<file path="config.mk">
export PLATFORM = sky130hd
export DESIGN_NAME = fetch_stage_flat
export DESIGN_NICKNAME = d
export VERILOG_FILES = /design/src/rtl/fetch_stage_pkg.sv /design/src/rtl/fetch_stage_if.sv /design/src/rtl/fetch_stage_fifo.sv /design/src/rtl/fetch_stage.sv /design/src/flat_wrapper.sv
export SDC_FILE = /design/constraint.sdc
export NUM_CORES = 1
export LEC_CHECK = 0
export ABC_AREA = 1
export CORE_MARGIN = 2
export CORE_UTILIZATION = 45
export CTS_CLUSTER_SIZE = 10
export DETAILED_ROUTE_END_ITERATION = 10
export GPL_TIMING_DRIVEN = 0
export PLACE_DENSITY = 0.68
export SYNTH_ARGS = -nofsm -noshare
export SYNTH_HDL_FRONTEND = slang
export SYNTH_SLANG_ARGS = --single-unit
</file>
<file path="constraint.sdc">
create_clock -name clk -period 4.55 [get_ports clk]
set_clock_uncertainty 0.1 [all_clocks]
set_input_delay 1.1375 -clock clk [delete_from_list [all_inputs] [get_ports clk]]
set_output_delay 1.1375 -clock clk [all_outputs]
set_load 0.1 [all_outputs]
</file>
<file path="src/rtl/fetch_stage_pkg.sv">
// Shared types for the instruction-fetch stage, plus the RISC-V constants it reuses.
package riscv;
  localparam logic [31:0] I_NOP = 32'h0000_0013;
endpackage

package fetch_stage_pkg;
  typedef enum logic {RUN, FLUSH} fetch_state_t;

  typedef struct packed {
    logic        valid;
    logic [31:0] pc;
    logic [31:0] instr;
  } ifid_bus_t;

  typedef struct packed {
    logic [31:0] pc;
    logic [31:0] instr;
  } fetch_entry_t;

  function automatic logic [31:0] word_align(input logic [31:0] a);
    return a & ~32'h3;
  endfunction
endpackage

</file>
<file path="src/rtl/fetch_stage_if.sv">
// Instruction-memory request/response port (req/gnt, in-order rvalid).
interface fetch_stage_if;
  logic        req;
  logic [31:0] addr;
  logic        gnt;
  logic        rvalid;
  logic [31:0] rdata;

  modport master (output req, addr, input gnt, rvalid, rdata);
  modport slave  (input req, addr, output gnt, rvalid, rdata);
endinterface

</file>
<file path="src/rtl/fetch_stage_fifo.sv">
// Small power-of-two FIFO with clear; head is visible combinationally.
module fetch_fifo #(
  parameter int  DEPTH = 2,
  parameter type T     = logic [31:0]
) (
  input  logic                   clk,
  input  logic                   rst,
  input  logic                   push_i,
  input  logic                   pop_i,
  input  logic                   clear_i,
  input  T                       wdata_i,
  output T                       rdata_o,
  output logic [$clog2(DEPTH):0] count_o,
  output logic                   full_o,
  output logic                   empty_o
);
  localparam int PW = $clog2(DEPTH);
  localparam int CW = PW + 1;

  T                mem_q [DEPTH];
  logic [PW-1:0]   wptr_q, rptr_q;
  logic [CW-1:0]   cnt_q;
  logic            do_push, do_pop;

  assign do_push = push_i & ~clear_i;
  assign do_pop  = pop_i & ~clear_i;

  always_ff @(posedge clk or posedge rst) begin
    if (rst) begin
      wptr_q <= '0;
      rptr_q <= '0;
      cnt_q  <= '0;
    end else if (clear_i) begin
      wptr_q <= '0;
      rptr_q <= '0;
      cnt_q  <= '0;
    end else begin
      if (do_push) wptr_q <= wptr_q + PW'(1);
      if (do_pop)  rptr_q <= rptr_q + PW'(1);
      cnt_q <= cnt_q + CW'(do_push) - CW'(do_pop);
    end
  end

  // Storage needs no reset: nothing is read until it has been written.
  always_ff @(posedge clk) begin
    if (do_push) mem_q[wptr_q] <= wdata_i;
  end

  assign rdata_o = mem_q[rptr_q];
  assign count_o = cnt_q;
  assign full_o  = (cnt_q == CW'(DEPTH));
  assign empty_o = (cnt_q == '0);

  a_no_overflow:  assert property (@(posedge clk) disable iff (rst) !(do_push && full_o && !do_pop));
  a_no_underflow: assert property (@(posedge clk) disable iff (rst) !(do_pop && empty_o));
endmodule

</file>
<file path="src/rtl/fetch_stage.sv">
// Instruction fetch: sequential PC generation, bounded in-flight requests,
// response buffering and redirect flush feeding the IF/ID register.
module fetch_stage
  import fetch_stage_pkg::*;
#(
  parameter logic [31:0] RESET_PC   = 32'h0000_0000,
  parameter int          IBUF_DEPTH = 2
) (
  input  logic                 clk,
  input  logic                 rst,
  input  logic                 stall_i,
  input  logic                 redirect_i,
  input  logic [31:0]          redirect_pc_i,
  fetch_stage_if.master        imem,
  output logic                 ifid_valid_o,
  output logic [31:0]          ifid_instr_o,
  output logic [31:0]          ifid_pc_o
);
  localparam int              CW      = $clog2(IBUF_DEPTH) + 1;
  localparam logic [CW-1:0]   DEPTH_C = CW'(IBUF_DEPTH);
  localparam ifid_bus_t       BUBBLE  = '{valid: 1'b0, pc: 32'h0, instr: riscv::I_NOP};

  fetch_state_t  state_q, state_d;
  logic [31:0]   pc_q, pc_d;
  logic [CW-1:0] discard_q, discard_d;
  ifid_bus_t     ifid_q, ifid_d;

  logic [CW-1:0] outst, ibuf_cnt, outst_nxt;
  logic [31:0]   rsp_pc;
  fetch_entry_t  ibuf_head;
  logic          ibuf_full, ibuf_empty, pcq_full, pcq_empty;
  logic          req, fire, accept, bypass, push, pop;

  // Outstanding count is the occupancy of the PC FIFO that shadows in-flight requests.
  assign req       = ~rst & (state_q == RUN) & ((outst + ibuf_cnt) < DEPTH_C);
  assign fire      = req & imem.gnt;
  assign accept    = imem.rvalid & (discard_q == '0) & ~redirect_i;
  assign bypass    = accept & ibuf_empty & ~stall_i;
  assign push      = accept & ~bypass;
  assign pop       = ~redirect_i & ~stall_i & ~ibuf_empty;
  assign outst_nxt = outst + CW'(fire) - CW'(imem.rvalid);

  fetch_fifo #(.DEPTH(IBUF_DEPTH), .T(logic [31:0])) u_pcq (
    .clk, .rst,
    .push_i(fire), .pop_i(imem.rvalid), .clear_i(1'b0),
    .wdata_i(pc_q), .rdata_o(rsp_pc),
    .count_o(outst), .full_o(pcq_full), .empty_o(pcq_empty)
  );

  fetch_fifo #(.DEPTH(IBUF_DEPTH), .T(fetch_entry_t)) u_ibuf (
    .clk, .rst,
    .push_i(push), .pop_i(pop), .clear_i(redirect_i),
    .wdata_i('{pc: rsp_pc, instr: imem.rdata}), .rdata_o(ibuf_head),
    .count_o(ibuf_cnt), .full_o(ibuf_full), .empty_o(ibuf_empty)
  );

  always_ff @(posedge clk or posedge rst) begin
    if (rst) begin
      state_q   <= RUN;
      pc_q      <= RESET_PC;
      discard_q <= '0;
      ifid_q    <= BUBBLE;
    end else begin
      state_q   <= state_d;
      pc_q      <= pc_d;
      discard_q <= discard_d;
      ifid_q    <= ifid_d;
    end
  end

  always_comb begin
    state_d   = state_q;
    pc_d      = pc_q;
    discard_d = discard_q;
    ifid_d    = ifid_q;
    if (fire) pc_d = pc_q + 32'd4;
    if (imem.rvalid && discard_q != '0) discard_d = discard_q - CW'(1);
    if (redirect_i) begin
      // Everything still in flight after this edge belongs to the old path.
      pc_d      = word_align(redirect_pc_i);
      discard_d = outst_nxt;
      ifid_d    = BUBBLE;
      state_d   = (outst_nxt != '0) ? FLUSH : RUN;
    end else begin
      if (!stall_i) begin
        if (!ibuf_empty)  ifid_d = '{valid: 1'b1, pc: ibuf_head.pc, instr: ibuf_head.instr};
        else if (bypass)  ifid_d = '{valid: 1'b1, pc: rsp_pc, instr: imem.rdata};
        else              ifid_d = BUBBLE;
      end
      if (state_q == FLUSH && discard_d == '0) state_d = RUN;
    end
  end

  assign imem.req     = req;
  assign imem.addr    = pc_q;
  assign ifid_valid_o = ifid_q.valid;
  assign ifid_instr_o = ifid_q.instr;
  assign ifid_pc_o    = ifid_q.pc;

  a_pcq_ovf:    assert property (@(posedge clk) disable iff (rst) !(fire && pcq_full));
  a_rsp_orphan: assert property (@(posedge clk) disable iff (rst) imem.rvalid |-> !pcq_empty);
  a_ibuf_ovf:   assert property (@(posedge clk) disable iff (rst) !(push && ibuf_full && !pop));
  a_discard:    assert property (@(posedge clk) disable iff (rst) discard_q <= outst);
endmodule

</file>
<file path="src/flat_wrapper.sv">
// flat-port wrapper written by rule: the top's interface ports become plain ports
module fetch_stage_flat import fetch_stage_pkg::*;
#(
  parameter logic [31:0] RESET_PC   = 32'h0000_0000,
  parameter int          IBUF_DEPTH = 2
)
  (clk, rst, stall_i, redirect_i, redirect_pc_i, ifid_valid_o, ifid_instr_o, ifid_pc_o, imem_req, imem_addr, imem_gnt, imem_rvalid, imem_rdata);
  fetch_stage_if imem_i ();
  input  logic clk;
  input  logic rst;
  input  logic stall_i;
  input  logic redirect_i;
  input  logic [31:0] redirect_pc_i;
  output logic ifid_valid_o;
  output logic [31:0] ifid_instr_o;
  output logic [31:0] ifid_pc_o;
  output wire logic [$bits(imem_i.req)-1:0] imem_req;
  output wire logic [$bits(imem_i.addr)-1:0] imem_addr;
  input wire logic [$bits(imem_i.gnt)-1:0] imem_gnt;
  input wire logic [$bits(imem_i.rvalid)-1:0] imem_rvalid;
  input wire logic [$bits(imem_i.rdata)-1:0] imem_rdata;
  assign imem_req = imem_i.req;
  assign imem_addr = imem_i.addr;
  assign imem_i.gnt = imem_gnt;
  assign imem_i.rvalid = imem_rvalid;
  assign imem_i.rdata = imem_rdata;
  fetch_stage #(.RESET_PC(RESET_PC), .IBUF_DEPTH(IBUF_DEPTH)) u_core (.clk(clk), .rst(rst), .stall_i(stall_i), .redirect_i(redirect_i), .redirect_pc_i(redirect_pc_i), .imem(imem_i), .ifid_valid_o(ifid_valid_o), .ifid_instr_o(ifid_instr_o), .ifid_pc_o(ifid_pc_o));
endmodule
</file>
-- After elaboration in Yosys (flattened, before gate mapping)
Memory sizes are Yosys's and may differ from the RTL's.
Cells that the tools add are included.
- bits in registers: 108
- memory bits (writable): 192
- bits of input ports: 70
- memories: 2
- memory list (memory ; depth ; width ; rd ports ; clocked after Yosys merged registers in ; wr ports ; RTL line ; RTL):
    u_core.u_ibuf.mem_q ; 2 ; 64 ; 1 ; 0 ; 1 ; fetch_stage_fifo.sv:20 ; T mem_q [DEPTH];
    u_core.u_pcq.mem_q ; 2 ; 32 ; 1 ; 0 ; 1 ; fetch_stage_fifo.sv:20 ;
- add/subtract/negate cells: 11
- magnitude comparators: 1
- equal/unequal tests: 1
- muxes and demuxes: 20
- bitwise gates (word level): 18
- reduce and logical (&&, ||, !) cells: 11
- operator list (operator ; number):
    65-bit 2-to-1 mux ; 4
    32-bit 2-to-1 mux ; 2
    32-bit by 3-bit adder with 32-bit output (second input constant) ; 1
    1-bit bitwise AND ; 12
    2-bit nonzero test ; 6
    1-bit 2-to-1 mux ; 11
    2-bit logical NOT ; 3
    2-bit 2-to-1 mux ; 3
    1-bit inverter ; 6
    1-bit adder (second input constant) ; 4
    2-bit by 1-bit adder with 2-bit output ; 2
    2-bit by 1-bit subtractor with 2-bit output ; 2
    2-bit adder ; 1
    1-bit logical AND ; 2
    2-bit less-than comparator (second input constant) ; 1
    2-bit by 1-bit inequality test with 1-bit output (second input constant) ; 1
    2-bit by 1-bit subtractor with 2-bit output (second input constant) ; 1

-- Logic depth before layout (Yosys ltp)
- depth in word-level cells: 11
- mapped depth: 12

-- Cells and area by module
A second synthesis with hierarchy kept.
- cell total of the unflattened synthesis: 1125
- area total of the unflattened synthesis: 13266.5 um^2
- modules (own cells, without submodules) (module ; instances ; cells an instance ; area each (um^2) ; sequential area each (um^2)):
    fetch_stage ; 1 ; 764 ; 5521.5 ; 2456.1
    fetch_fifo at u_core.u_ibuf ; 1 ; 230 ; 5053.6 ; 3943.8
    fetch_fifo at u_core.u_pcq ; 1 ; 131 ; 2691.3 ; 2021.9

-- Least setup slack after synthesis
No wires, ideal clock.
- path kind: input to register
- from: input port redirect_i
- to: memory u_core.u_ibuf.mem_q[0][0] (netlist name), enable pin
- setup time: 0.482 ns
- arrival: 4.217 ns
- data required time: 3.968 ns
- path slack: -0.249 ns
- cell stages on the path: 5
- buffers on the path: 1
- path through: buf_2 -> nor2_2 -> nand3_2 -> nand2_1 -> nor2_1
- word-level cells in the longest chain between the ends: 9
- ends and longest elaborated chain (item ; RTL line ; RTL):
    from (decl) ; flat_wrapper.sv:12 ; input logic redirect_i;
    1-bit inverter (*) ; fetch_stage_fifo.sv:25, fetch_stage.sv:37 ;
    1-bit bitwise AND ; fetch_stage.sv:37 ; assign accept = imem.rvalid & (discard_q == '0) & ~redirect_i;
    1-bit bitwise AND (2 in a row) ; fetch_stage.sv:38 ; assign bypass = accept & ibuf_empty & ~stall_i;
    1-bit inverter ; fetch_stage.sv:39 ; assign push = accept & ~bypass;
    1-bit bitwise AND ; fetch_stage.sv:39 ;
    1-bit bitwise AND (*) ; fetch_stage_fifo.sv:25 ; assign do_push = push_i & ~clear_i;
    1-bit 2-to-1 mux (*) ; fetch_stage_fifo.sv:46 ; if (do_push) mem_q[wptr_q] <= wdata_i;
    1-bit 2-to-1 mux (implied by the code) (*) ; fetch_stage_fifo.sv:46 ;
    to (decl) ; fetch_stage_fifo.sv:20 ;
Mark *: on every way between the ends. The rest lies on a longest branch, timed or not.

-- Final worst setup path
- from: input port rst
- to: output port imem_req
- word-level cells in the longest chain between the ends: 3
- ends and longest elaborated chain (item ; RTL line ; RTL):
    from (decl) ; flat_wrapper.sv:10 ; input logic rst;
    1-bit inverter ; fetch_stage.sv:35 ; assign req = ~rst & (state_q == RUN) & ((outst + ibuf_cnt) < DEPTH_C);
    1-bit bitwise AND (2 in a row) ; fetch_stage.sv:35 ;
    to (decl) ; flat_wrapper.sv:17 ; output wire logic [$bits(imem_i.req)-1:0] imem_req;
Every way passes these cells.

==> metrics.txt <==
Port Buffers roughly 160; Util after Layout 0.5752; number of H-tree levels 2; Total GRT Usage 0.2156; sequential element share of the synthesized area 0.6704; antenna-violating nets left 0; Initial Util 0.4552; part of the power in registers 0.414; Crit Path Category input port to output pin; fill cell count between 2000 and 2500; n_diodes 0; Max Clock Freq around 0.24 GHz; Slew @ Worst Pin 1061 ps; first-pass GRT wire length about 48 mm; Hold Crit Endpoint u_core.ifid_instr_o[20]$_DFFE_PP0P_; total power draw about 0.0082 W; endpoint type of the worst setup path output pin; max-cap check violation count 0; Mean Syn Cell Area around 11 um2; maximum VDD drop roughly 270 uV; Area growth syn-to-layout 26.36%; largest net degree at the start of global routing 86; CTS tree done; area of the die between 0.02 and 0.03 mm2; GP Congestion slightly below 0.9; Post-CTS Hold Fix Bufs 0; Synth area leader edfxtp_1; Die H approximately 170 um; Yosys cell types 37; minimum clock period just over 4000 ps; share of post-route cells with drive strength above 1 0.08927; Netlist Area Pre-Place between 0.01 and 0.015 mm2; Clock Tree Buf Depth 3; num rows 60; worst skew pair latency 510 ps; DR iter-0 viols roughly 760; Tcrit/Tclk final 0.9051; CP peak stage delay around 740 ps; startpoint types input port; via count around 8800; worst reg-to-reg path cell count 12; Max Slew Vio Count 0; PD cells 536.1 mW/mm2; hold path depth 2; Synth area leaders edfxtp_1, dfrtp_1, nand2_1, nor2_1, o311ai_0; Ports around 170; CP Cell Sequence clkdlybuf4s50_1 -> nor2_1 -> nand3_1 -> inv_1 -> dlymetal6s2s_1; DRT Wirelength around 30 mm; Worst Path Required about 3300 ps; total gr overflow 0; Gate Count Post-Synth 1105; unrepaired setup endpoints after global routing no; HPWL after detailed placement roughly 21 mm; slowest library cell on the worst path dlymetal6s2s_1; Setup TNS Final 0 ps; combinational power share 0.289; Pre-Repair DR Iteration Count 5; LEAKAGE 5.959 nW; Final Hold Vio Count 0; area share of the largest cell type after synthesis 0.4541; synthesized flop and latch total 289; Via-to-Cell Ratio around 5.3; Worst slew margin 0.2902; Final #Nets approximately 1400; Core Box Area between 0.02 and 0.03 mm2; initial antenna violation count 0; Finished Cell Area about 0.015 mm2; DP Area roughly 0.014 mm2; # setup viols final 0; hold_ws 386.5 ps; switching portion of total power 0.3623; status finished clean; CTS Root Buffer Type clkbuf_16; Reg2Reg Setup Slack 1920 ps; Arrival @ worst endpoint ~2900 ps; Inserted Clock Buffers 34; DRC viols 0; Worst-path clk slew 50 ps; Int Pwr between 0.005 and 0.006 W; r2r startpoint u_core.u_ibuf.count_o[1]$_DFF_PP0_; crit path max fanout 2; RR Endpoint u_core.state_q$_DFFE_PP0P_; Clock Sinks around 290; Die W about 170 um; vias in the first global route just under 9000; routed length per instance ~18 um; Ys Warns 0; Hold Crit Class flop to flop; hold_sp u_core.ifid_instr_o[20]$_DFFE_PP0P_; Clk pwr share 0.296; Switch Pwr 0.002986 W
area by class of cell:
class | instances | area [um2] | area share
Buffer | 48 | 236.5 | 0.01538
Inverter | 57 | 219.0 | 0.01424
Timing Repair Buffer | 167 | 1747 | 0.1136
Clock inverter | 2 | 32.53 | 0.002116
Multi-Input combinational cell | 712 | 3593 | 0.2337
Sequential cell | 289 | 8157 | 0.5306
Tap cell | 341 | 426.7 | 0.02775
Clock buffer | 58 | 962.2 | 0.06259
logic make-up (layout without fill, tap and decap cells):
| group | after synthesis | count (layout) | share of synthesized area |
|---|---|---|---|
| mux | 30 | 30 | 0.02777 |
| buf+inv | 105 | 332 | 0.03702 |
| xor+xnor | 16 | 16 | 0.01152 |
| flops | 289 | 289 | 0.6704 |
| fa+ha+maj | 6 | 6 | 0.006170 |
| compound gates | 84 | 84 | 0.05234 |
| simple gates | 574 | 574 | 0.1945 |
| other cells | 1 | 2 | 0.0003082 |
power groups by stage:
stage / combinational, W / clock [W] / sequential [W]
after floorplan: 0.000816 / 0 / 0.00431
after global placement: 0.00231 / 0 / 0.00346
after detailed placement: 0.00238 / 0 / 0.00346
after CTS: 0.00239 / 0.00248 / 0.00341
after global routing: 0.00253 / 0.00260 / 0.00345
final: 0.00238 / 0.00244 / 0.00341
flip-flops by register name, indices dropped and copies added, names as in the netlist, 2 cells and up:
register / count
u_core.discard_q: 2
u_core.ifid_instr_o: 32
u_core.ifid_pc_o: 31
u_core.imem.addr: 30
u_core.u_ibuf.count_o: 2
u_core.u_ibuf.mem_q: 124
u_core.u_pcq.count_o: 2
u_core.u_pcq.mem_q: 60
metrics by stage:
step,std cells,setup WS (ps)
detailed placement,1614,49.10
global route,1674,359.6
floorplan,1106,-249.1
finish,1674,431.9
global placement,1609,-2483
CTS,1674,39.66
worst max-delay path by stage:
stage	start	end	depth (start not counted)
floorplan	redirect_i	u_core.u_ibuf.mem_q[0][0]$_DFFE_PP_	5
global placement	imem_rvalid	u_core.u_ibuf.mem_q[0][38]$_DFFE_PP_	6
detailed placement	rst	imem_req	5
CTS	rst	imem_req	5
global route	rst	imem_req	5
finish	rst	imem_req	5
placed cells by master (no fill, tap or decap), types with 3 or more instances in the layout:
cell / Yosys / routed
nand2_1: 311 / 311
edfxtp_1: 184 / 184
nor2_1: 172 / 168
clkdlybuf4s50_1: 0 / 161
dfrtp_1: 102 / 102
nand3_1: 57 / 57
inv_1: 54 / 53
clkbuf_1: 24 / 47
o311ai_0: 39 / 39
clkbuf_16: 0 / 35
mux2_2: 30 / 30
o21ai_0: 16 / 16
buf_2: 12 / 12
a21oi_1: 11 / 11
o311ai_1: 10 / 10
nor3_1: 10 / 10
nand3_2: 8 / 8
xor2_1: 8 / 8
xnor2_1: 8 / 8
nand3b_1: 7 / 7
buf_4: 6 / 6
ha_1: 6 / 6
buf_1: 4 / 4
nand4_1: 4 / 4
nor2_4: 0 / 4
o221a_2: 3 / 3
buf_16: 0 / 3
dfstp_2: 3 / 3
cells in the mapped netlist (all sizes together):
master and count:
or2 1, o21bai 2, edfxtp 184, o311ai 49
mux2 30, nand3b 7, nand2 311, ha 6
nand4 5, dfstp 3, buf 24, dfrtp 102
nor3 10, nand3 65, o221a 3, conb 1
a221o 1, clkbuf 24, inv 56, o21ai 18
clkinv 1, nor2 175, a21oi 11, xnor2 8
xor2 8
metal layers:
layer	routed length, um	global-route usage	share of wire
met1	13400	0.2930	0.44
met2	14230	0.3555	0.47
met3	1821	0.04020	0.060
met4	659	0.06409	0.022
met5	0	0	0
what timing repair did:
| item | CTS | global route |
|---|---|---|
| gates resized for setup | 0 | 1 |
| buffers inserted | 0 | 0 |
| endpoints found under the setup margin | 0 | 1 |
critical path, delay by kind of cell:
| kind | cells | cell delay, ps |
|---|---|---|
| buf+inv | 3 | 1330 |
| simple gates | 2 | 400 |
Note: power is estimated with default switching activity, not from simulation.
==> patch, RTL diff (config.mk and constraints unchanged) <==
`IBUF_DEPTH` is set to 2 in 2 places; all go to 4.
--- a/src/rtl/fetch_stage.sv
+++ b/src/rtl/fetch_stage.sv
@@ -4,7 +4,7 @@
   import fetch_stage_pkg::*;
 #(
   parameter logic [31:0] RESET_PC   = 32'h0000_0000,
-  parameter int          IBUF_DEPTH = 2
+  parameter int          IBUF_DEPTH = 4
 ) (
   input  logic                 clk,
   input  logic                 rst,
--- a/src/flat_wrapper.sv
+++ b/src/flat_wrapper.sv
@@ -2,7 +2,7 @@
 module fetch_stage_flat import fetch_stage_pkg::*;
 #(
   parameter logic [31:0] RESET_PC   = 32'h0000_0000,
-  parameter int          IBUF_DEPTH = 2
+  parameter int          IBUF_DEPTH = 4
 )
   (clk, rst, stall_i, redirect_i, redirect_pc_i, ifid_valid_o, ifid_instr_o, ifid_pc_o, imem_req, imem_addr, imem_gnt, imem_rvalid, imem_rdata);
   fetch_stage_if imem_i ();
Behaviour: not the same (a bounded check fails within 4 cycles, from zero or initial values and one cycle with rst high).
==> patch against the original RTL <==
Die area increased by 65%. Wire length increased by 71%. Maximum frequency decreased by 6.3%. Final area increased by 60%. Setup slack got worse by 0.27 ns. Total power increased by 70%. Global-route usage increased by 0.68 points. Core utilization decreased by 2.2 points. Non-clock buffer count increased by 50. Sequential cell count increased by 191. Sequential share of layout area increased by 3.4 points. Clock power increased by 64%. Synthesized area increased by 67%. Critical path type unchanged. Largest power group unchanged.
==> patch: results (changes against the original RTL) <==
outcome finished, final reports clean (unchanged); Yosys cell types 46 (was 37); sequential power share 0.399 (was 0.414); Metal-1 WL 21,200 um (was 13,400 um); Peak VDD IR 301 uV (was 272 uV); number of CTS-inserted buffers 55 (was 34); gpl congestion 0.865 (was 0.870); met2 wire length 24,900 um (was 14,200 um); layout cells sized above 1 0.115 (was 0.0893); drt first-iter violations 1,268 (was 759); synth cell count leaders 422 x nand2_1, 368 x edfxtp_1, 170 x nor2_1 (was 311 x nand2_1, 184 x edfxtp_1, 172 x nor2_1); hold-critical path depth 2 (unchanged); P_int 8.72 mW (was 5.26 mW); reg2reg start u_core.u_ibuf.count_o[1]$_DFF_PP0_ (unchanged); Worst Reg-to-Reg Cells 15 (was 12); delay of the slowest cell on the worst path 1.12 ns (was 0.74 ns); Worst path slowest cell clkdlybuf4s50_1 (was dlymetal6s2s_1); vias in the first global route 14,200 (was 8,865); hpwl dp 35,000 um (was 20,700 um); Reg with most FFs u_core.u_ibuf.mem_q (unchanged); Hold Path Sink u_core.ifid_pc_o[18]$_DFFE_PP0P_ (was u_core.ifid_instr_o[20]$_DFFE_PP0P_); Total Routing Usage GR 0.222 (was 0.216); Cell Count Post-Placement 2,508 (was 1,614); WL/cell 19.7 um (was 18.0 um); first-pass GRT wire length 80,200 um (was 47,800 um); fillers 3,713 (was 2,216); largest net degree at the start of global routing 87 (was 86); sequential fraction of the synthesis area 0.684 (was 0.670); antenna violations before repair 0 (unchanged); Reg clk slew, reported paths 0.05 ns (about the same); Mapped Cells 1,743 (was 1,105); worst reg2reg endpoint u_core.state_q$_DFFE_PP0P_ (unchanged); Skew-Pair Late Insertion Delay 0.60 ns (was 0.51 ns); drt first pass iters 5 (unchanged); Lkg Pwr 9.34 nW (was 5.96 nW); Hold Crit Start u_core.ifid_pc_o[18]$_DFFE_PP0P_ (was u_core.ifid_instr_o[20]$_DFFE_PP0P_); sw frac 0.378 (was 0.362); Logic power comb 4.44 mW (was 2.38 mW); via density per instance 5.44 (was 5.28); FFs w/ async S/R, synth 0.233 (was 0.363); EDFF count, synth 368 (was 184); yosys warns 0 (unchanged); flop2flop setup slack 1.12 ns (was 1.92 ns); top cells by area, synth edfxtp_1 55%, dfrtp_1 13%, nand2_1 7.8% (was edfxtp_1 45%, dfrtp_1 21%, nand2_1 9.6%); non-filler cells, final 2,612 (was 1,674); post_cts resized 0 (unchanged); WHS 0.396 ns (was 0.387 ns); Layout Nets 2,061 (was 1,385); most used flip-flop cell after synthesis edfxtp_1 (unchanged); crit path DAT 3.16 ns (was 2.88 ns); number of port buffers 162 (unchanged); Slew headroom 0.308 (was 0.290); max reg flops 248 (was 124); post-CTS setup buffer count 0 (unchanged); met3 WL 3710 um (was 1820 um); Hold Crit Class flop to flop (unchanged)
-- patch: changes by cell type after synthesis, moves of 19 or more --
cell and change:
mux2_2 -30, o21ai_0 +96, a22oi_1 +30, edfxtp_1 +184, a21oi_1 +52, buf_2 +19
nand3_1 +44, nand2_2 +32, nand3_2 +22, o22ai_1 +55, o311ai_0 -39, nand2_1 +111
-- patch: area by class of cell --
class	count	share of cell area
plain buffers	93	0.0217
clock buffers	99	0.0641
clock inverters	5	0.00173
inverters	62	0.0106
multi-input cells	1109	0.232
flip-flops and latches	480	0.565
well taps	592	0.0302
repair buffers	172	0.0749
-- patch: metrics by stage --
step / setup WS (ns) / cell area [sq um]
2_1_floorplan: -0.258 / 20300
3_3_place_gp: -2.98 / 22600
3_5_place_dp: 0.156 / 22900
4_1_cts: 0.146 / 24500
5_1_grt: 0.0522 / 24500
6_report: 0.157 / 24500
-- patch: logic make-up after synthesis --
kind of cell             synth area share
XOR/XNOR                          0.00648
flip-flops                          0.684
other                            0.000185
buffers and inverters              0.0389
AND/OR/NAND/NOR                     0.177
adder cells (fa/ha/maj)            0.0118
AO/OA/AOI/OAI                      0.0823
-- patch: worst max path at each step --
| stage | endpoint | slack (ns) | cells after the start |
|---|---|---|---|
| detailed placement | imem_req | 0.16 | 5 |
| global placement | u_core.u_ibuf.mem_q[0][52]$_DFFE_PP_ | -2.98 | 5 |
| global route | imem_req | 0.05 | 5 |
| floorplan | u_core.u_ibuf.mem_q[0][0]$_DFFE_PP_ | -0.26 | 6 |
| finish | imem_req | 0.16 | 5 |
| CTS | imem_req | 0.15 | 5 |
-- patch: metal layers --
layer,up-vias,track usage
met4,0,0.0856
li1,6576,-
met2,586,0.364
met3,121,0.0394
met5,-,0
met1,6930,0.297
